## src/rtl/pipelined_adder_sub_if.sv

```systemverilog
// Handshake and operand/result bundle for the pipelined adder/subtractor.
// The master is the producer/consumer side; the slave is the adder itself.
interface pipelined_adder_sub_if #(
    parameter int WIDTH = 16
);
    logic             in_valid;
    logic             in_ready;
    logic [WIDTH-1:0] a;
    logic [WIDTH-1:0] b;
    logic             cin;
    logic             sub;
    logic             out_valid;
    logic             out_ready;
    logic [WIDTH-1:0] sum;
    logic             cout;
    logic             ovf;

    modport master (
        output in_valid, a, b, cin, sub, out_ready,
        input  in_ready, out_valid, sum, cout, ovf
    );

    modport slave (
        input  in_valid, a, b, cin, sub, out_ready,
        output in_ready, out_valid, sum, cout, ovf
    );
endinterface

```

## src/rtl/pipelined_adder_sub.sv

```systemverilog
// WIDTH-bit adder/subtractor resolving one SEG_W-bit segment per pipeline stage,
// with the carry rippling between stages through registers and valid/ready flow control.
module pipelined_adder_sub #(
    parameter int WIDTH = 16,
    parameter int SEG_W = 4
) (
    input logic                  clk,
    input logic                  rst,
    pipelined_adder_sub_if.slave bus
);
    localparam int STAGES = WIDTH / SEG_W;

    logic [WIDTH-1:0] b_eff;
    logic             c0;
    logic             stall;
    logic             in_ready;
    logic             accept;
    logic             out_valid;

    // Subtraction is a + ~b + 1, so the forced carry-in replaces cin.
    assign b_eff    = bus.sub ? ~bus.b : bus.b;
    assign c0       = bus.sub | bus.cin;
    assign stall    = out_valid && !bus.out_ready;
    assign in_ready = !rst && !stall;
    assign accept   = bus.in_valid && in_ready;

    genvar gi;
    generate
        for (gi = 0; gi < STAGES; gi++) begin : g_stage
            localparam int IN_W  = WIDTH - gi * SEG_W;
            localparam int OUT_W = (gi + 1) * SEG_W;

            logic [IN_W-1:0]  a_in;
            logic [IN_W-1:0]  b_in;
            logic             c_in;
            logic             v_in;
            logic [SEG_W:0]   seg_sum;
            logic [OUT_W-1:0] res_d;
            logic [OUT_W-1:0] res_q;
            logic             carry_q;
            logic             valid_q;

            // Operands arrive right-aligned: the segment for this stage sits in the low bits.
            if (gi == 0) begin : g_src
                assign a_in  = bus.a;
                assign b_in  = b_eff;
                assign c_in  = c0;
                assign v_in  = accept;
                assign res_d = seg_sum[SEG_W-1:0];
            end else begin : g_src
                assign a_in  = g_stage[gi-1].g_rem.a_rem_q;
                assign b_in  = g_stage[gi-1].g_rem.b_rem_q;
                assign c_in  = g_stage[gi-1].carry_q;
                assign v_in  = g_stage[gi-1].valid_q;
                assign res_d = {seg_sum[SEG_W-1:0], g_stage[gi-1].res_q};
            end

            assign seg_sum = {1'b0, a_in[SEG_W-1:0]} + {1'b0, b_in[SEG_W-1:0]}
                           + {{SEG_W{1'b0}}, c_in};

            // Data only loads with a real beat so outputs hold their value across bubbles.
            always_ff @(posedge clk or posedge rst) begin
                if (rst) begin
                    valid_q <= 1'b0;
                    carry_q <= 1'b0;
                    res_q   <= '0;
                end else if (!stall) begin
                    valid_q <= v_in;
                    if (v_in) begin
                        carry_q <= seg_sum[SEG_W];
                        res_q   <= res_d;
                    end
                end
            end

            if (gi < STAGES - 1) begin : g_rem
                logic [IN_W-SEG_W-1:0] a_rem_q;
                logic [IN_W-SEG_W-1:0] b_rem_q;

                always_ff @(posedge clk or posedge rst) begin
                    if (rst) begin
                        a_rem_q <= '0;
                        b_rem_q <= '0;
                    end else if (!stall && v_in) begin
                        a_rem_q <= a_in[IN_W-1:SEG_W];
                        b_rem_q <= b_in[IN_W-1:SEG_W];
                    end
                end
            end else begin : g_msb
                // The last segment still carries the operand sign bits needed for overflow.
                logic a_msb_q;
                logic b_msb_q;

                always_ff @(posedge clk or posedge rst) begin
                    if (rst) begin
                        a_msb_q <= 1'b0;
                        b_msb_q <= 1'b0;
                    end else if (!stall && v_in) begin
                        a_msb_q <= a_in[IN_W-1];
                        b_msb_q <= b_in[IN_W-1];
                    end
                end
            end
        end
    endgenerate

    assign out_valid     = g_stage[STAGES-1].valid_q;
    assign bus.in_ready  = in_ready;
    assign bus.out_valid = out_valid;
    assign bus.sum       = g_stage[STAGES-1].res_q;
    assign bus.cout      = g_stage[STAGES-1].carry_q;
    assign bus.ovf       = (g_stage[STAGES-1].g_msb.a_msb_q == g_stage[STAGES-1].g_msb.b_msb_q)
                        && (g_stage[STAGES-1].res_q[WIDTH-1] != g_stage[STAGES-1].g_msb.a_msb_q);
endmodule
```

## src/flat_wrapper.sv

```systemverilog
// flat-port wrapper written by rule: the top's interface ports become plain ports
module pipelined_adder_sub_flat 
#(
    parameter int WIDTH = 16,
    parameter int SEG_W = 4
)
  (clk, rst, bus_in_valid, bus_a, bus_b, bus_cin, bus_sub, bus_out_ready, bus_in_ready, bus_out_valid, bus_sum, bus_cout, bus_ovf);
  pipelined_adder_sub_if #(.WIDTH(WIDTH)) bus_i ();
  input logic clk;
  input logic rst;
  input wire logic [$bits(bus_i.in_valid)-1:0] bus_in_valid;
  input wire logic [$bits(bus_i.a)-1:0] bus_a;
  input wire logic [$bits(bus_i.b)-1:0] bus_b;
  input wire logic [$bits(bus_i.cin)-1:0] bus_cin;
  input wire logic [$bits(bus_i.sub)-1:0] bus_sub;
  input wire logic [$bits(bus_i.out_ready)-1:0] bus_out_ready;
  output wire logic [$bits(bus_i.in_ready)-1:0] bus_in_ready;
  output wire logic [$bits(bus_i.out_valid)-1:0] bus_out_valid;
  output wire logic [$bits(bus_i.sum)-1:0] bus_sum;
  output wire logic [$bits(bus_i.cout)-1:0] bus_cout;
  output wire logic [$bits(bus_i.ovf)-1:0] bus_ovf;
  assign bus_i.in_valid = bus_in_valid;
  assign bus_i.a = bus_a;
  assign bus_i.b = bus_b;
  assign bus_i.cin = bus_cin;
  assign bus_i.sub = bus_sub;
  assign bus_i.out_ready = bus_out_ready;
  assign bus_in_ready = bus_i.in_ready;
  assign bus_out_valid = bus_i.out_valid;
  assign bus_sum = bus_i.sum;
  assign bus_cout = bus_i.cout;
  assign bus_ovf = bus_i.ovf;
  pipelined_adder_sub #(.WIDTH(WIDTH), .SEG_W(SEG_W)) u_core (.clk(clk), .rst(rst), .bus(bus_i));
endmodule
```

## config.mk

```make
export PLATFORM = sky130hd
export DESIGN_NAME = pipelined_adder_sub_flat
export DESIGN_NICKNAME = d
export VERILOG_FILES = /design/src/rtl/pipelined_adder_sub_if.sv /design/src/rtl/pipelined_adder_sub.sv /design/src/flat_wrapper.sv
export SDC_FILE = /design/constraint.sdc
export NUM_CORES = 1
export LEC_CHECK = 0
export CAP_MARGIN = 20
export CORE_MARGIN = 3
export CORE_UTILIZATION = 50
export DETAILED_ROUTE_END_ITERATION = 12
export GPL_TIMING_DRIVEN = 0
export PLACE_DENSITY = 0.77
export SYNTH_ARGS = -nofsm -noshare
export SYNTH_HDL_FRONTEND = slang
export SYNTH_SLANG_ARGS = --single-unit
```

## constraint.sdc

```tcl
create_clock -name clk -period 3.75 [get_ports clk]
set_clock_uncertainty 0.15 [all_clocks]
set_input_delay 0.5625 -clock clk [delete_from_list [all_inputs] [get_ports clk]]
set_output_delay 0.5625 -clock clk [all_outputs]
set_load 0.02 [all_outputs]
```

==> reports/results.ini, run 1 <==
[clock_network]
cts_hold_buf=0
clk_lat_worst_skew_ns=0.36
postCtsSetupBuffers=0
root_buffer=sky130_fd_sc_hd__clkbuf_8
htree_levels=3
clock_sinks=98
cts_resized=0
cts-buffers-inserted=9
cts.reportedPaths.clkPinSlew_ns=0.09
tritoncts_clock_tree=yes
cts_max_path_buffers=2

[setup_path]
required_ns=3.04
worst_setup_path_start_kind=primary input
launching_point_of_the_worst_reg2reg_path=u_core.g_stage[1].g_rem.b_rem_q[0]
setup.worst_path.end_class=output pin
worstSetupPathType=primary input to output pin
timing.critical_path.fanout_max=10
startpoint=bus_out_ready
worst_r2r_path_depth=5
arrival_ns=2.36

[global_routing]
first_global_vias=2687
grt_antenna_before_repair=0
first_pass_grt_wire_length_um=13400
grt.total_usage=0.1704
grt_start_max_net_pins=42
gr-total-overflow=0

[timing]
timing.final.setup_violations=0
holdWs_ns=0.3436
rsz0062_at_grt=false
timing.final.max_slew_violations=0
hold_violation_total_from_the_final_report=0
max-slew-margin-rel=0.5625
period_minus_slack_ns=3.070
period_share=0.8185
maxClockFrequency_ghz=0.3258
max_slew.worst_pin.slew_ns=0.6549

[finish]
fin_util=0.6229
final_cell_count_no_fill=509
layout-drive-gt1-share=0.2519
fin_nets=454
area_growth_pct=20.83
most-common-layout-cells=sky130_fd_sc_hd__dfrtp_1 (98), sky130_fd_sc_hd__clkdlybuf4s50_1 (56), sky130_fd_sc_hd__o21ai_0 (42)
insertedDiodeCount=0
layout_commonest_cell=sky130_fd_sc_hd__dfrtp_1

[detailed_routing]
avgViaCountPerCell=5.330
detail_route.first_pass.iterations=4
antenna_left=0
wl_per_cell_um=16.01
dr_total_vias=2713
remaining_drc_errors=0
dr.first_iter.drc_count=131
routed_wl_um=8149

[worst_hold_path]
worst_hold_path.num_cells=1
hp-class=flop to flop
hp_start=u_core.g_stage[2].res_q[6]

[yosys]
synth.yosys.warnings=0
synthesis.nets=385
synth_top_flop_cell=sky130_fd_sc_hd__dfrtp_1
yosys.cell_types.count=38
syn-instance-count=327
post_synth_xor_area_fraction=0.03877
synth-compound-area-share=0.08696
yosys.area_share.adder=0.06868
asyncSetResetFlopFracSynth=1.000
synth-simple-area-share=0.04043
syn_area_per_cell_um2=13.82
combinational_family_with_the_most_area_after_synthesis=multiplexers
yosys-mux-area-fraction=0.1886
synth.cell_area_um2=4518
synth_largest_area_cell=sky130_fd_sc_hd__dfrtp_1
ys_ff_latch=98
number_of_enable_type_register_cells_in_the_synthesized_netlist=0
yosys-top-cells-area=sky130_fd_sc_hd__dfrtp_1 (54%), sky130_fd_sc_hd__mux2_2 (9.5%), sky130_fd_sc_hd__mux2_4 (8.6%)
netlist.area_leader.share=0.5428
synth-seq-area-share=0.5428

[place]
dpl.cell_count=493
placement.io_buffers=56
gp_congestion=0.8218
hpwl_um=6367

[floorplanning]
core_area_um2=8763
design.die.area_um2=10210
die_width_um=101.1
initial_core_utilization=0.5156
floorplan.io_pins=58
placementRows=34
die_height_um=101.1

[power_and_ir_drop]
leakage_uw=0.002451
finalPower_uw=4174
ir_worst_vdd_mv=0.2500
cellPowerDensity_nw_per_um2=764.6

[outcome]
outcome=finished, final reports clean

[flow_run]
cap_violations=0

-- per-layer routing --
metal  routed length (um)  global-route usage  part of all wire  up-vias
met3                  404             0.03806             0.050        7
met2                 4003              0.2746              0.49       86
met1                 3644              0.2320              0.45     1329
met5                    0                   0                 0        -
met4                   97             0.05010             0.012        0
li1                     -                   -                 -     1291
-- cells in the mapped netlist (4+ instances only) --
| cell | instances |
|---|---|
| sky130_fd_sc_hd__a2111oi_0 | 4 |
| sky130_fd_sc_hd__xnor2_1 | 13 |
| sky130_fd_sc_hd__mux2_2 | 38 |
| sky130_fd_sc_hd__mux2_4 | 26 |
| sky130_fd_sc_hd__ha_1 | 12 |
| sky130_fd_sc_hd__a21oi_1 | 11 |
| sky130_fd_sc_hd__o21ai_0 | 42 |
| sky130_fd_sc_hd__dfrtp_1 | 98 |
| sky130_fd_sc_hd__buf_2 | 4 |
| sky130_fd_sc_hd__fa_1 | 8 |
| sky130_fd_sc_hd__xor2_1 | 7 |
| sky130_fd_sc_hd__inv_1 | 13 |
| sky130_fd_sc_hd__a21boi_0 | 4 |
| sky130_fd_sc_hd__nand2_1 | 4 |
-- stage by stage --
step	setup TNS [ns]	setup WS (ns)	cell area, um^2
floorplan	0	0.6793	4522
global placement	-9.721	-0.7511	5218
detailed placement	0	0.6341	5258
CTS	0	0.6642	5459
global route	0	0.6026	5459
finish	0	0.6805	5459
-- final timing paths --
path | endpoint | slack [ns]
setup / recovery | bus_in_ready | 0.68
hold / removal | u_core.bus.sum[6] | 0.34
setup reg to reg | u_core.g_stage[2].carry_q | 1.54
hold reg to reg | u_core.bus.sum[6] | 0.34
max in group asynchronous | u_core.bus.sum[9] | 2.08
min in group asynchronous | u_core.g_stage[0].g_rem.a_rem_q[1] | 0.54
-- flip-flops by register name, indices dropped and copies added, names as in the netlist --
register	cells
u_core.bus.cout	1
u_core.g_stage.g_rem.b_rem_q	24
u_core.g_stage.res_q	24
u_core.g_stage.g_rem.a_rem_q	24
u_core.g_stage.g_msb.b_msb_q	1
u_core.g_stage.valid_q	3
u_core.g_stage.g_msb.a_msb_q	1
u_core.bus.out_valid	1
u_core.bus.sum	16
u_core.g_stage.carry_q	3
-- cells by family (layout without fill, tap and decap cells) --
| kind of cell | count (synthesis) | count (layout) |
|---|---|---|
| compound gates | 69 | 69 |
| xor+xnor | 20 | 20 |
| fa+ha+maj | 20 | 20 |
| buf+inv | 27 | 101 |
| flops | 98 | 98 |
| mux | 67 | 67 |
| simple gates | 26 | 26 |
-- power breakdown --
part | switching [uW] | leakage, uW | internal, uW | total, uW
Combinational | 737 | 0.00116 | 942 | 1680
Sequential | 293 | 0.00119 | 1520 | 1810
Clock | 373 | 0.000100 | 314 | 687
-- worst max-delay path: stages --
cell,delay [ns]
sky130_fd_sc_hd__clkdlybuf4s50_1,0.48
sky130_fd_sc_hd__and2b_4,0.20
sky130_fd_sc_hd__buf_8,0.15
sky130_fd_sc_hd__clkbuf_2,0.21
sky130_fd_sc_hd__nor2_1,0.14
sky130_fd_sc_hd__clkdlybuf4s50_1,0.62
-- layout make-up --
| type | count | area (um^2) |
|---|---|---|
| fillers | 669 | 3304 |
| flip-flops and latches | 98 | 2452 |
| multi-input cells | 202 | 1913 |
| repair buffers | 58 | 600.6 |
| well taps | 108 | 135.1 |
| clock buffers | 9 | 123.9 |
| plain buffers | 14 | 103.9 |
| clock inverters | 7 | 77.57 |
| inverters | 13 | 52.55 |
No activity file was read; power rests on OpenSTA's default activity.
==> run 2: changes to the inputs <==
PLACE_DENSITY = 0.8   (was 0.77)
clock period = 2.73 ns   (was 3.75 ns; I/O delays follow)
==> run 2 against run 1 <==
Against the previous run: hold slack lost 0.0074 ns; register-to-register slack lost 1.1 ns; wire length grew 0.76%; sequential power grew 37%; die area is the same; flip-flop and latch count is the same; utilization shrank 0.16 points; cell count grew 0.20%; clock power grew 26%; design area shrank 0.25%; worst setup slack lost 0.55 ns.
==> reports/results.ini, run 2 (synthesized netlist as in run 1, its figures left out) <==
[global_routing]
first_global_vias=2797  ; +4.1%
grt.busiest_layer=met2
first_pass_grt_wire_length_um=13620  ; +1.6%
grt.total_usage=0.1701  ; -0.0003130
gr-usage-met3=0.02215  ; -0.01592
grt_start_max_net_pins=38  ; -9.5%
grt_antenna_before_repair=0  ; unchanged
grtUsageMet1=0.2400  ; +0.008040
gr-total-overflow=0  ; unchanged
grt_use_met2=0.2666  ; -0.008048

[timing]
timing.final.max_slew_violations=0  ; unchanged
max_slew.worst_pin.slew_ns=0.7926  ; +0.1377 ns
maxClockFrequency_ghz=0.3853
hold_violation_total_from_the_final_report=0  ; unchanged
rsz0062_at_grt=false
period_minus_slack_ns=2.595
period_share=0.9507
worst_slack_ns=0.1347  ; -0.5458 ns
max-slew-margin-rel=0.4687  ; -0.09382
holdWs_ns=0.3362  ; -0.007446 ns
final.setup.tns_ns=0  ; unchanged
timing.final.setup_violations=0  ; unchanged

[power_and_ir_drop]
share_seq_of_total_power=0.438  ; +0.005
internal_power_summed_over_all_cells_uw=3712  ; +34%
total_switching_power_uw=1935  ; +38%
switching_part_of_the_total_power=0.3426  ; +0.006549
power_frac_comb=0.408  ; +0.006
power.share.clock=0.154  ; -0.011
leakage_uw=0.002448  ; -0.14%
cellPowerDensity_nw_per_um2=1037  ; +36%
ir_worst_vdd_mv=0.3443  ; +38%

[clock_network]
cts_max_path_buffers=2  ; unchanged
htree_levels=3  ; unchanged
postCtsSetupBuffers=0  ; unchanged
clk_lat_worst_skew_ns=0.36  ; about the same
root_buffer=sky130_fd_sc_hd__clkbuf_8
clock_sinks=98  ; unchanged
cts.reportedPaths.clkPinSlew_ns=0.09  ; about the same
cts-buffers-inserted=9  ; unchanged
tritoncts_clock_tree=yes

[setup_path]
worstSetupPathType=primary input to flop
worst_setup_path_start_kind=primary input
setup.worst_path.end_class=flop
arrival_ns=2.67  ; +0.31 ns
required_ns=2.81  ; -0.23 ns
timing.critical_path.fanout_max=10  ; unchanged

[outcome]
outcome=finished, final reports clean

[floorplanning]
placementRows=34  ; unchanged
initial_core_utilization=0.5156  ; unchanged
floorplan.io_pins=58  ; unchanged
die_height_um=101.1  ; unchanged
core_area_um2=8763  ; unchanged
die_width_um=101.1  ; unchanged
design.die.area_um2=10210  ; unchanged

[flow_run]
cap_violations=0  ; unchanged

[finish]
most-common-layout-cells=sky130_fd_sc_hd__dfrtp_1 (98), sky130_fd_sc_hd__clkdlybuf4s50_1 (55), sky130_fd_sc_hd__o21ai_0 (42)
layout-drive-gt1-share=0.2562  ; +0.004349
fin_util=0.6214  ; -0.001571
final_cell_count_no_fill=510  ; +0.20%
reg.largest.list=u_core.g_stage.g_rem.a_rem_q: 24 flops, u_core.g_stage.g_rem.b_rem_q: 24 flops, u_core.g_stage.res_q: 24 flops
area_growth_pct=20.52
layout_commonest_cell=sky130_fd_sc_hd__dfrtp_1
fin_nets=455  ; +0.22%
insertedDiodeCount=0  ; unchanged

[detailed_routing]
routed_wl_um=8211  ; +0.76%
dr_total_vias=2730  ; +0.63%
avgViaCountPerCell=5.353  ; +0.43%
dr.first_iter.drc_count=104  ; -21%
detail_route.first_pass.iterations=4  ; unchanged
antenna_left=0  ; unchanged
wl_per_cell_um=16.10  ; +0.56%
remaining_drc_errors=0  ; unchanged

[worst_hold_path]
hp-class=primary input to flop

[place]
dpl.cell_count=493  ; unchanged
gp_congestion=0.8200  ; -0.22%
hpwl_um=6246  ; -1.9%
placement.io_buffers=56  ; unchanged
detailedPlace.worstSlack_ns=-0.2553  ; -0.8893 ns

[run 2: worst paths after layout]
check                      cells past startpoint  slack [ns]                                from                             endpoint
setup reg to reg                               5        0.48  u_core.g_stage[1].g_rem.b_rem_q[0]            u_core.g_stage[2].carry_q
hold / removal                                 3        0.34                             bus_sub  u_core.g_stage[0].g_rem.b_rem_q[11]
min in group asynchronous                      2        0.42                                 rst   u_core.g_stage[1].g_rem.a_rem_q[0]
setup / recovery                               8        0.13                             bus_sub            u_core.g_stage[0].carry_q
max in group asynchronous                      3        1.28                                 rst                   u_core.bus.sum[10]
hold reg to reg                                1        0.35          u_core.g_stage[2].res_q[6]                    u_core.bus.sum[6]
[run 2: per-stage QoR]
stage                     power [uW]  area, um^2
after floorplan                 4038        4523
after global placement          4677        5219
after detailed placement        4817        5259
after CTS                       5684        5440
after global routing            6038        5445
final                           5647        5445
[run 2: per-layer routing]
metal	wire length, um	part of all wire
met1	3718	0.45
met2	4004	0.49
met3	375	0.046
met4	113	0.014
met5	0	0
[run 2: critical path, stage by stage]
cell and delay [ns]:
sky130_fd_sc_hd__buf_2 0.17, sky130_fd_sc_hd__buf_4 0.21, sky130_fd_sc_hd__or2_2 0.31, sky130_fd_sc_hd__fa_1 0.42
sky130_fd_sc_hd__fa_1 0.41, sky130_fd_sc_hd__a21o_1 0.19, sky130_fd_sc_hd__a2111oi_0 0.46, sky130_fd_sc_hd__a21oi_1 0.07
[run 2: layout make-up]
cell class	instances	area, um^2
Sequential cell	98	2452
Timing Repair inverter	1	5.005
Timing Repair Buffer	58	599.3
Multi-Input combinational cell	202	1913
Clock buffer	9	123.9
Fill cell	683	3318
Clock inverter	7	58.81
Inverter	13	52.55
Buffer	14	105.1
Tap cell	108	135.1
[run 2: timing repair]
| item | in CTS | in global routing |
|---|---|---|
| setup endpoints to repair | 1 | 2 |
| gates cloned | 0 | 1 |
| gates resized for setup | 1 | 0 |
| hold buffers | 0 | 0 |
[run 2: power by group through the flow]
stage               clock network, uW  registers [uW]  logic, uW
detailed placement                  0            2520       2300
finish                            869            2480       2300
global placement                    0            2480       2200
global route                      936            2560       2540
floorplan                           0            2530       1510
CTS                               881            2480       2320
==> run 3: changes to the inputs <==
ABC_CLOCK_PERIOD_IN_PS = 2730   (was unset)
==> results of run 3 <==
Same layout as run 2: the final DEF is identical, and so are final timing and power.
